--- config.mk ---
export PLATFORM = sky130hd
export DESIGN_NAME = mask_encoder_32_to_5
export DESIGN_NICKNAME = d
export VERILOG_FILES = /design/src/rtl/mask_encoder_32_to_5.sv
export SDC_FILE = /design/constraint.sdc
export NUM_CORES = 1
export LEC_CHECK = 0
export ABC_AREA = 0
export ABC_CLOCK_PERIOD_IN_PS = 4400
export BUFFER_PORTS_ARGS = -buffer_cell sky130_fd_sc_hd__buf_2
export CAP_MARGIN = 40
export CORE_AREA = 2 2 73 75
export DETAILED_ROUTE_END_ITERATION = 8
export DIE_AREA = 0 0 75 77
export GPL_ROUTABILITY_DRIVEN = 0
export GPL_TIMING_DRIVEN = 0
export PLACE_DENSITY = 0.81
export SYNTH_ARGS = -nofsm -noshare
export SYNTH_HDL_FRONTEND = slang
export SYNTH_SLANG_ARGS = --single-unit
--- constraint.sdc ---
create_clock -name Clk -period 4.4 [get_ports Clk]
set_input_delay 0.88 -clock Clk [delete_from_list [all_inputs] [get_ports Clk]]
set_output_delay 0.88 -clock Clk [all_outputs]
set_load 0.05 [all_outputs]
--- src/rtl/mask_encoder_32_to_5.sv ---
// Sequential 32-to-5 encoder: captures a register mask and emits the index of
// each set bit, one per valid/ready transfer, in LSB- or MSB-first order.
module mask_encoder_32_to_5 #(
    parameter int LSB_FIRST = 1
) (
    input  logic       Clk,
    input  logic       Reset,
    input  logic       Load,
    input  logic [31:0] Mask,
    input  logic       Ready,
    output logic       Valid,
    output logic [4:0] Adr,
    output logic       Busy,
    output logic       Done,
    output logic [5:0] Count
);

    typedef enum logic {
        IDLE = 1'b0,
        SCAN = 1'b1
    } state_t;

    state_t      state_q;
    state_t      state_d;
    logic [31:0] pending_q;
    logic [31:0] pending_d;
    logic [5:0]  count_q;
    logic [5:0]  count_d;
    logic        done_q;
    logic        done_d;

    logic [4:0]  adr_sel;
    logic [31:0] clr_bit;
    logic [31:0] pending_cleared;
    logic        xfer;

    // Lowest set index; later (lower) hits overwrite earlier ones.
    function automatic logic [4:0] lowest_index(input logic [31:0] p);
        logic [4:0] idx;
        idx = 5'd0;
        for (int i = 31; i >= 0; i--) begin
            if (p[i]) begin
                idx = i[4:0];
            end
        end
        return idx;
    endfunction

    function automatic logic [4:0] highest_index(input logic [31:0] p);
        logic [4:0] idx;
        idx = 5'd0;
        for (int i = 0; i < 32; i++) begin
            if (p[i]) begin
                idx = i[4:0];
            end
        end
        return idx;
    endfunction

    always_comb begin
        if (LSB_FIRST != 0) begin
            adr_sel = lowest_index(pending_q);
        end else begin
            adr_sel = highest_index(pending_q);
        end
    end

    assign clr_bit         = 32'd1 << adr_sel;
    assign pending_cleared = pending_q & ~clr_bit;

    assign Valid = (state_q == SCAN);
    assign Busy  = (state_q == SCAN);
    assign Adr   = Valid ? adr_sel : 5'd0;
    assign Done  = done_q;
    assign Count = count_q;
    assign xfer  = Valid & Ready;

    always_comb begin
        state_d   = state_q;
        pending_d = pending_q;
        count_d   = count_q;
        done_d    = 1'b0;
        case (state_q)
            IDLE: begin
                if (Load) begin
                    pending_d = Mask;
                    count_d   = 6'd0;
                    if (Mask != 32'd0) begin
                        state_d = SCAN;
                    end else begin
                        done_d = 1'b1;
                    end
                end
            end
            SCAN: begin
                if (xfer) begin
                    pending_d = pending_cleared;
                    count_d   = count_q + 6'd1;
                    if (pending_cleared == 32'd0) begin
                        state_d = IDLE;
                        done_d  = 1'b1;
                    end
                end
            end
            default: begin
                state_d = IDLE;
            end
        endcase
    end

    // Reset aborts any scan silently: no Done pulse.
    always_ff @(posedge Clk) begin
        if (Reset) begin
            state_q   <= IDLE;
            pending_q <= 32'd0;
            count_q   <= 6'd0;
            done_q    <= 1'b0;
        end else begin
            state_q   <= state_d;
            pending_q <= pending_d;
            count_q   <= count_d;
            done_q    <= done_d;
        end
    end

endmodule

==> results.json, run 1 <==
{
  "port_buffers": 48,
  "drv_slew": 0,
  "rsz0062_at_grt": "no",
  "finalCritPeriodShare": 0.922,
  "ys_ff_latch": 40,
  "cts_root_buf": "clkbuf_8",
  "grt_usage": 0.357,
  "synth-adder-area-share": 0.00465,
  "setup_viol": 0,
  "worstPathArrival_ns": 4.21,
  "synth_compound_area_frac": 0.291,
  "ys_seq_area_frac": 0.297,
  "wl_met2_mm": 4.22,
  "nets": 467,
  "io_pins": 50,
  "synth-xor-area-share": 0.00325,
  "die-area_um2": 5780,
  "synth_warnings": 0,
  "die_y_um": 77,
  "layout-drive-gt1-share": 0.158,
  "initial_utilization": 0.541,
  "drv_cap": 0,
  "grt_pass1_wl_mm": 15.8,
  "netlist_area_um2": 2690,
  "hold_class": "flip-flop to flip-flop",
  "post-cts-setup-buffer-count": 0,
  "routed_wl_mm": 9.92,
  "synth_nets": 412,
  "coreArea_um2": 4980,
  "path_clk_slew_ns": 0.08,
  "r2r_slack_ns": 0.34,
  "hold_viol": 0,
  "wl_per_cell_um": 19.8,
  "cp-end-kind": "flip-flop",
  "r2r-start": "pending_q[11]",
  "ctsResizeCount": 0,
  "worst_pin_slew_ns": 0.978,
  "placed_cell_area_um2": 3020,
  "syn_inst": 375,
  "drt_iter0_markers": 633,
  "grt_max_degree": 14,
  "final_area_um2": 3130,
  "worstRegToRegCells": 10,
  "die_x_um": 75,
  "dr_wl_met3_mm": 1.48,
  "postRouteAntennaNets": 0,
  "outcome": "finished with violations",
  "synth_top_family_by_area": "simple AND/OR/NAND/NOR gates",
  "cts_buffers": 5,
  "fin_crit_ns": 4.06,
  "r2r-end": "Busy",
  "max_freq_mhz": 246,
  "grt_pass1_vias": 3165,
  "fin_tns_setup_ns": 0,
  "htree_levels": 2,
  "clk_latency_ns": 0.30,
  "drc": 15,
  "cp_slowest_stage_delay_ns": 0.93,
  "grt_overflow": 0,
  "whs_endpoint": "Count[5]",
  "diodes": 0,
  "vias_per_cell": 6.88,
  "rows": 26,
  "hold_start": "Count[5]",
  "irDropWorstVdd_v": 0.000249,
  "mostFrequentLayoutCell": "nor2_1",
  "power_density_nw_per_um2": 372,
  "required_ns": 4.55,
  "num_vias": 3449,
  "cts_tree": "built",
  "synthArstFlopShare": 0,
  "clock_sinks": 40,
  "wl_met1_mm": 3.65,
  "final_cell_mix": "nor2_1 (69), buf_2 (48), dfxtp_1 (40)",
  "holdBufCountCts": 0,
  "violations": "DRC",
  "yosys.area_share.simple": 0.340,
  "critical_path.max_fanout": 8,
  "synth_ff_type": "dfxtp_1",
  "worst_path_max_delay_cell": "nor4_1",
  "top_layer": "met4",
  "area_growth_pct": 16.3,
  "synth_mux_area_frac": 0.0297,
  "antenna_found_initial": 0,
  "synth_edf_count": 0,
  "criticalPathCategory": "flip-flop to flip-flop",
  "skew_ns": 0.00680,
  "ys_types": 50,
  "dp_hpwl_mm": 7.44,
  "p_leak_uw": 0.00120,
  "synth_area_per_cell_um2": 7.18,
  "path_cells": "clkbuf_1, nor4_1, nand3_1, nor4_1, nand3_1, o22ai_1, nand2_1, or4_4, o41ai_1, a21oi_1",
  "cts_buffer_depth": 2,
  "setup.worst_path.start_class": "flip-flop",
  "utilization": 0.629,
  "whs_path_depth": 2,
  "relSlewSlack": 0.342,
  "drtPass1Iterations": 9
}
==> report_power, final <==
group | internal [µW] | switching [µW]
combinational | 136 | 290
sequential | 387 | 48.1
clock | 168 | 137
==> synth_stat cells (3+ instances only) <==
cell / instances / area (µm²)
a2111oi_0: 3 / 26.3
a211oi_1: 12 / 90.1
a21oi_1: 25 / 125
a221oi_1: 4 / 35.0
a22oi_1: 4 / 30.0
a31oi_1: 3 / 18.8
and2_1: 3 / 18.8
clkbuf_1: 15 / 56.3
dfxtp_1: 40 / 801
inv_1: 7 / 26.3
mux2i_1: 8 / 80.1
nand2_1: 39 / 146
nand2b_1: 3 / 18.8
nand3_1: 8 / 40.0
nand4_1: 6 / 37.5
nor2_1: 69 / 259
nor2b_1: 5 / 31.3
nor3_1: 16 / 80.1
nor4_1: 18 / 113
o21a_1: 4 / 30.0
o21ai_0: 15 / 75.1
o311ai_0: 4 / 35.0
o31ai_1: 14 / 105
o32ai_1: 3 / 26.3
o41ai_1: 4 / 35.0
or2_2: 6 / 37.5
or3_1: 6 / 37.5
==> final cells by class <==
type | count | area, µm²
Inverter | 7 | 26.3
Timing Repair Buffer | 48 | 240
Buffer | 16 | 63.8
Sequential cell | 40 | 801
Multi-Input combinational cell | 312 | 1800
Clock inverter | 3 | 42.5
Tap cell | 70 | 87.6
Fill cell | 464 | 1850
Clock buffer | 5 | 68.8
==> registers in the layout, indices dropped and copies added, names as in the netlist <==
| signal | count |
|---|---|
| Busy | 1 |
| Done | 1 |
| pending_q | 32 |
| Count | 6 |
==> layer usage <==
layer / global-route usage / vias up
li1: - / 1532
met1: 0.492 / 1532
met2: 0.500 / 305
met3: 0.0933 / 80
met4: 0.195 / 0
met5: 0 / -
==> worst max-delay path: cells and delay by family, from the launching register on <==
kind,cells,cell delay [ns]
buffers and inverters,1,0.23
AND/OR/NAND/NOR,6,2.58
AO/OA/AOI/OAI,3,0.81
flip-flops,1,0.30
==> worst max path at each step <==
stage,startpoint,end,slack [ns],cells past startpoint
final,pending_q[11],Busy,0.34,10
after global routing,pending_q[11],Busy,0.33,10
after CTS,pending_q[11],Busy,0.71,10
after detailed placement,pending_q[11],Busy,0.74,10
after global placement,pending_q[11],Busy,0.75,10
after floorplan,pending_q[24],Busy,1.35,10
==> metrics by stage <==
stage	setup slack (ns)	cells	hold slack, ns	total power, µW
2_1_floorplan	1.35	375	0.499	714
3_5_place_dp	0.744	493	0.516	840
4_1_cts	0.705	501	0.532	1140
5_1_grt	0.328	501	0.571	1210
3_3_place_gp	0.751	493	0.491	835
6_report	0.343	501	0.540	1160
==> logic make-up after synthesis <==
family | after synthesis
simple gates | 188
compound gates | 114
flops | 40
buf+inv | 23
mux | 8
xor+xnor | 1
fa+ha+maj | 1
Power figures use the tool's default switching activity.
==> run 2, diff against run 1 <==
ABC_CLOCK_PERIOD_IN_PS = 3700   (was 4400)
CORE_AREA = 2 2 77 79   (was 2 2 73 75)
DIE_AREA = 0 0 79 81   (was 0 0 75 77)
PLACE_DENSITY = 0.77   (was 0.81)
clock period = 3.7 ns   (was 4.4 ns; I/O delays follow)
==> run 2 against run 1 <==
  * The flow now finishes without violations
  * Sequential cell count unchanged
  * Non-clock buffer count unchanged
  * Routed wire length up 2.5%
  * Clock skew up 0.0028 ns
  * Worst hold slack worse by 0.011 ns
  * Sequential share of layout area down 0.57 points
  * Global-route usage down 4.4 points
  * First-iteration DRC count down 22%
  * Total power up 20%
  * Via count down 0.84%
  * Critical endpoint unchanged
  * Largest power group unchanged
  * Highest routed layer unchanged
==> results.json, run 2 (synthesis gave the netlist of run 1 again) <==
{
  "nets": 467,
  "p_sw_frac": 0.409,
  "die-area_um2": 6400,
  "clk_latency_ns": 0.30,
  "final_cell_count_no_fill": 506,
  "critical_path.max_fanout": 5,
  "grt_pass1_wl_mm": 15.4,
  "fin_tns_setup_ns": 0,
  "cp-endpoint": "Busy",
  "worstRegToRegCells": 10,
  "worst_path_max_delay_cell": "or4_4",
  "cp.depth": 10,
  "holdBufCountCts": 0,
  "worstPathArrival_ns": 3.79,
  "utilization": 0.564,
  "clock_sinks": 40,
  "grt_max_degree": 13,
  "grt_usage": 0.313,
  "cts_buffer_depth": 2,
  "placed_cell_area_um2": 3030,
  "area_growth_pct": 19.0,
  "fin_crit_ns": 3.63,
  "top_register": "pending_q",
  "hold_class": "flip-flop to flip-flop",
  "r2r-start": "pending_q[24]",
  "layout-drive-gt1-share": 0.176,
  "path_cells": "or4_4, nor4b_4, nand3_2, o21a_1, or3_1, a21oi_1, nand3_1, or4_4, o41ai_1, a21oi_1",
  "path_buf_inv": 0,
  "p_leak_uw": 0.00121,
  "r2r-end": "Busy",
  "cp-end-kind": "flip-flop",
  "skew_ns": 0.00965,
  "port_buffers": 48,
  "drc": 0,
  "rows": 28,
  "antenna_found_initial": 0,
  "num_vias": 3420,
  "initial_utilization": 0.474,
  "whs_ns": 0.529,
  "post-place-cells": 498,
  "max_freq_mhz": 275,
  "routed_wl_mm": 10.2,
  "htree_levels": 2,
  "final_cell_mix": "nor2_1 (69), buf_2 (48), dfxtp_1 (40)",
  "critical_path.top_delay_family": "simple AND/OR/NAND/NOR gates",
  "coreArea_um2": 5680,
  "hold_viol": 0,
  "grt_overflow": 0,
  "largest_reg_flops": 32,
  "power_frac_seq": 0.371,
  "cp_slowest_stage_delay_ns": 0.58,
  "required_ns": 3.86,
  "comb_power_share": 0.371,
  "drtPass1Iterations": 6,
  "grt_pass1_vias": 3031,
  "crit_start": "pending_q[24]",
  "final_area_um2": 3200,
  "outcome": "complete, no violations",
  "vias_per_cell": 6.76,
  "dp_hpwl_mm": 7.53,
  "die_y_um": 81,
  "finalCritPeriodShare": 0.981,
  "drv_slew": 0,
  "drt_iter0_markers": 496,
  "r2r_slack_ns": 0.07,
  "mostFrequentLayoutCell": "nor2_1",
  "criticalPathCategory": "flip-flop to flip-flop",
  "power.clock.fraction": 0.258,
  "path_clk_slew_ns": 0.08,
  "internal_power_uw": 829,
  "irDropWorstVdd_v": 0.000281,
  "worst_pin_slew_ns": 0.736,
  "power_density_nw_per_um2": 438,
  "setup.worst_path.start_class": "flip-flop",
  "cts_buffers": 5,
  "p_switching_uw": 573,
  "cts_root_buf": "clkbuf_8",
  "diodes": 0,
  "relSlewSlack": 0.509,
  "cts_tree": "built",
  "die_x_um": 79,
  "wl_per_cell_um": 20.1,
  "drv_cap": 0,
  "setup_viol": 0,
  "io_pins": 50,
  "postRouteAntennaNets": 0
}
run 2: cell types whose count changed in the layout (fill, tap and decap cells not counted), sizes merged:
| cell | delta |
|---|---|
| clkinvlp | -1 |
| clkbuf | +1 |
run 2: layer usage:
metal / up-vias / share of wire / global-route usage / wire [µm]
met4: 0 / 0.039 / 0.167 / 398
met2: 283 / 0.45 / 0.496 / 4570
li1: 1541 / - / - / -
met3: 45 / 0.13 / 0.0533 / 1310
met1: 1551 / 0.38 / 0.409 / 3900
met5: - / 0 / 0 / 0
run 2: final cells by class:
class	count	area [µm²]
multi-input cells	312	1870
plain buffers	16	63.8
fillers	539	2470
clock inverters	2	35.0
flip-flops and latches	40	801
well taps	75	93.8
repair buffers	48	240
inverters	7	26.3
clock buffers	6	72.6
run 2: power by group through the flow:
stage | registers, µW | clock network, µW | logic [µW]
6_report | 520 | 362 | 520
2_1_floorplan | 507 | 0 | 342
4_1_cts | 511 | 366 | 487
3_3_place_gp | 520 | 0 | 472
5_1_grt | 522 | 382 | 556
3_5_place_dp | 521 | 0 | 478
run 2: stage by stage:
stage / power (µW) / setup WS, ns
after detailed placement: 1000 / 0.0325
after CTS: 1360 / 0.0946
final: 1400 / 0.0702
after global routing: 1460 / -0.0185
after floorplan: 850 / 0.650
after global placement: 992 / 0.0173
run 2: worst min-delay path by stage:
stage | start | endpoint | depth (start not counted)
2_1_floorplan | pending_q[26] | pending_q[26] | 2
3_3_place_gp | Count[4] | Count[4] | 1
3_5_place_dp | Count[4] | Count[4] | 1
4_1_cts | Count[4] | Count[4] | 1
5_1_grt | Count[4] | Count[4] | 1
6_report | Count[4] | Count[4] | 1
run 2: timing repair:
item	in CTS	in global routing
cloned	0	0
buffers inserted	0	0
setup endpoints to repair	1	2
endpoints found under the hold margin	0	0
resized for setup	2	9
run 2: worst register-to-register path, stage by stage, from the launching register on:
cell and delay (ns):
dfxtp_1 0.38, or4_4 0.58, nor4b_4 0.39, nand3_2 0.13, o21a_1 0.27, or3_1 0.36
a21oi_1 0.22, nand3_1 0.13, or4_4 0.50, o41ai_1 0.39, a21oi_1 0.13
